### config.mk
export PLATFORM = sky130hd
export DESIGN_NAME = seq_minmax_serial_accum
export DESIGN_NICKNAME = d
export VERILOG_FILES = /design/src/rtl/seq_minmax_serial_accum.sv
export SDC_FILE = /design/constraint.sdc
export NUM_CORES = 1
export LEC_CHECK = 0
export BUFFER_PORTS_ARGS = -buffer_cell sky130_fd_sc_hd__buf_2
export CAP_MARGIN = 20
export CORE_AREA = 4 4 65 67
export DETAILED_ROUTE_END_ITERATION = 10
export DIE_AREA = 0 0 69 71
export PLACE_DENSITY = 0.75
export RECOVER_POWER = 100
export SLEW_MARGIN = 0
export SYNTH_ARGS = -nofsm -noshare
export SYNTH_HDL_FRONTEND = slang
export SYNTH_SLANG_ARGS = --single-unit
### constraint.sdc
create_clock -name clk -period 2.7 [get_ports clk]
set_clock_uncertainty 0.2 [all_clocks]
set_input_delay 0.135 -clock clk [delete_from_list [all_inputs] [get_ports clk]]
set_output_delay 0.135 -clock clk [all_outputs]
set_load 0.02 [all_outputs]
### src/rtl/seq_minmax_serial_accum.sv
// Serial min/max reducer: accumulates NGROUP unsigned samples from a val/rdy stream
// and presents their min/max on a val/rdy output held in registers separate from the accumulators.
module seq_minmax_serial_accum #(
  parameter int unsigned NBITS  = 8,
  parameter int unsigned NGROUP = 4
) (
  input  logic             clk,
  input  logic             reset,
  input  logic             in_val,
  output logic             in_rdy,
  input  logic [NBITS-1:0] in_msg,
  output logic             out_val,
  input  logic             out_rdy,
  output logic [NBITS-1:0] min,
  output logic [NBITS-1:0] max
);

  localparam int unsigned CntW = (NGROUP > 2) ? $clog2(NGROUP) : 1;
  localparam logic [CntW-1:0] CntLast = CntW'(NGROUP - 1);

  typedef enum logic {StAccum, StHold} state_e;

  state_e            state_q;
  logic [CntW-1:0]   count_q;
  logic [NBITS-1:0]  acc_min_q, acc_max_q;
  logic [NBITS-1:0]  min_q, max_q;
  logic              out_val_q;

  logic              in_xfer, out_xfer, last;
  logic [NBITS-1:0]  min_d, max_d;

  always_comb begin
    in_rdy = 1'b0;
    if (!reset) begin
      in_rdy = (state_q == StAccum) ? 1'b1 : out_rdy;
    end
    in_xfer  = in_val & in_rdy;
    out_xfer = out_val_q & out_rdy;
    last     = (count_q == CntLast);
    // First sample of a group seeds the accumulators without comparing.
    if (count_q == '0) begin
      min_d = in_msg;
      max_d = in_msg;
    end else begin
      min_d = (in_msg < acc_min_q) ? in_msg : acc_min_q;
      max_d = (in_msg > acc_max_q) ? in_msg : acc_max_q;
    end
  end

  always_ff @(posedge clk) begin
    if (reset) begin
      state_q   <= StAccum;
      count_q   <= '0;
      acc_min_q <= '0;
      acc_max_q <= '0;
      min_q     <= '0;
      max_q     <= '0;
      out_val_q <= 1'b0;
    end else begin
      if (out_xfer) begin
        out_val_q <= 1'b0;
        state_q   <= StAccum;
      end
      if (in_xfer) begin
        acc_min_q <= min_d;
        acc_max_q <= max_d;
        if (last) begin
          min_q     <= min_d;
          max_q     <= max_d;
          out_val_q <= 1'b1;
          state_q   <= StHold;
          count_q   <= '0;
        end else begin
          count_q <= count_q + 1'b1;
        end
      end
    end
  end

  assign out_val = out_val_q;
  assign min     = min_q;
  assign max     = max_q;

endmodule

==> reports/metrics.csv <==
metric,value,unit
status,completed,
netlist_instances,206,
wl_met2,1950,µm
cts_tree,done,
core_area,3630,µm²
drtPass1Iterations,4,
ys_seq_area_share,36.8,%
drtIter0Drc,109,
antenna_found_initial,0,
ios,30,
layout-area-overhead-vs-synth,14.7,%
rsz0062_at_grt,no,
ys_ff_latch,36,
grt_overflow_total,0,
die_area,4900,µm²
fmax,0.399,GHz
critPathLaunchType,input port,
syn-num-nets,235,
min_period_over_period,92.7,%
grt_pass1_wl,7550,µm
synth_top_area_share,36.8,%
ant_nets,0,
gp_congestion,0.822,
power,1240,µW
cts_setup_buffers,0,
setup.worst_path.class,in2reg,
powerDensity,552,nW/µm²
place_ws,0.00327,ns
multi_input_area,1090,µm²
antennaDiodeCount,0,
h-tree-depth,2,
grt_usage,19.1,%
grt_max_degree,23,
drive_above_1_share,13.8,%
yosysTopAreaCell,dfxtp_1,
start_util,54.0,%
ys_warn_count,0,
grt_pass1_vias,1559,
wl_met3,284,µm
drv_cap,0,
clock-root-buffer,clkbuf_8,
finalNetCount,268,
hold_viol,0,
synth_area_leaders,"dfxtp_1, ha_1, mux2i_1, a22o_1, inv_1",
wl_met1,2090,µm
cp.required,2.73,ns
worst_pin_slew,0.629,ns
viasPerCell,5.81,
slew_viol_final,0,
fin_util,61.9,%
worst-path-max-fanout,9,
slew_headroom,58.0,%
post-route-min-period,2.50,ns
dr.max_layer_used,met4,
syn_area,1960,µm²
wl_per_cell,15.6,µm
timing.hold.ws,0.0101,ns
fill_cells,357,
register_area,721,µm²
cp-end-kind,flop,
die_w,69,µm
cts.sinks,36,
io_buffer_count,29,
synth-main-ff-cell,dfxtp_1,
setup_violations,0,
hold_class,in2reg,
cts.clk_slew.worst_paths,0.07,ns
std_cell_rows,22,
die_h,71,µm
dpl.hpwl,3370,µm
worstPathArrival,2.53,ns
finalSetupTns,0,ns
numCtsBuffers,5,
avgSynthCellArea,9.52,µm²
synth.distinct_cells,39,
drc,0,
final.setup.worst_slack,0.197,ns
wl,4490,µm
ir_drop,0.000329,V
worst_skew_pair.late_latency,0.29,ns
detailroute.via_count,1667,
p_leak,0.000826,µW
cts_max_path_buffers,2,
synth_async_sr_flop_share,0,%
synth_edf_count,0,
[path summary, 6_finish.rpt]
path | from | slack [ns] | cells after the start | end
worst min-delay path | in_msg[1] | 0.01 | 3 | max[1]$_SDFFE_PP0P_
worst max register to register | count_q[1]$_SDFFE_PP0P_ | 0.25 | 7 | acc_min_q[0]$_SDFFE_PP0P_
worst min register to register | out_val$_SDFF_PP0_ | 0.29 | 2 | out_val$_SDFF_PP0_
worst max-delay path | in_msg[2] | 0.20 | 8 | acc_min_q[0]$_SDFFE_PP0P_
[critical path: stages]
cell and delay (ns):
dlygate4sd3_1 0.53, buf_2 0.17, ha_1 0.30, o21a_2 0.19, o21ai_0 0.36, o311ai_4 0.25
nor2b_2 0.39, a22o_1 0.21
[where the power goes]
group,internal (µW),leakage (µW),total [µW],switching [µW]
registers,557,0.000293,577,19.8
clock network,227,0.0000503,403,176
logic,109,0.000483,263,155
[kinds of logic (layout without fill, tap and decap cells)]
kind of cell,after synthesis,in the layout,share of synthesized area [%]
mux,8,8,4.08
buf+inv,33,66,8.04
compound gates,67,67,28.0
simple gates,45,45,12.3
fa+ha+maj,17,17,10.8
flops,36,36,36.8
[layout make-up]
class                           instances  share of cell area (%)
Multi-Input combinational cell        137                    48.3
Sequential cell                        36                    32.0
Timing Repair Buffer                   40                    9.51
Clock buffer                            7                    4.28
Inverter                               19                    3.17
Tap cell                               48                    2.67
[state kept, by name (all words and copies together) (netlist names)]
signal	flops
min	8
acc_max_q	8
count_q	2
state_q	1
max	8
out_val	1
acc_min_q	8
[layer usage]
metal | up-vias | GRT usage [%]
li1 | 841 | -
met1 | 769 | 24.8
met2 | 46 | 28.8
met3 | 11 | 4.83
met4 | 0 | 10.6
met5 | - | 0
[through the flow]
step | cell area [µm²] | cells
floorplan | 1960 | 206
global placement | 2130 | 276
detailed placement | 2130 | 276
CTS | 2280 | 287
global route | 2250 | 287
finish | 2250 | 287
[what timing repair did]
item	in CTS	in global routing
setup endpoints to repair	1	0
gates resized for setup	1	0
endpoints found under the hold margin	7	0
hold buffers	4	0
[cells in the mapped netlist (8+ instances only)]
master,instances
a21oi_1,9
nor2_1,18
mux2i_1,8
dfxtp_1,36
nand4_1,8
a22o_1,9
ha_1,17
o31ai_1,9
a211oi_1,9
inv_1,19
[layout by cell type (no fill, tap or decap), drive strengths merged, types with 8 or more instances in the layout]
| cell type | count |
|---|---|
| a32o | 8 |
| inv | 19 |
| ha | 17 |
| a211oi | 10 |
| clkbuf | 26 |
| nor2 | 18 |
| dfxtp | 36 |
| nand4 | 9 |
| o31ai | 9 |
| a22o | 9 |
| buf | 17 |
| mux2i | 8 |
| a21oi | 9 |
Power figures use the tool's default switching activity.
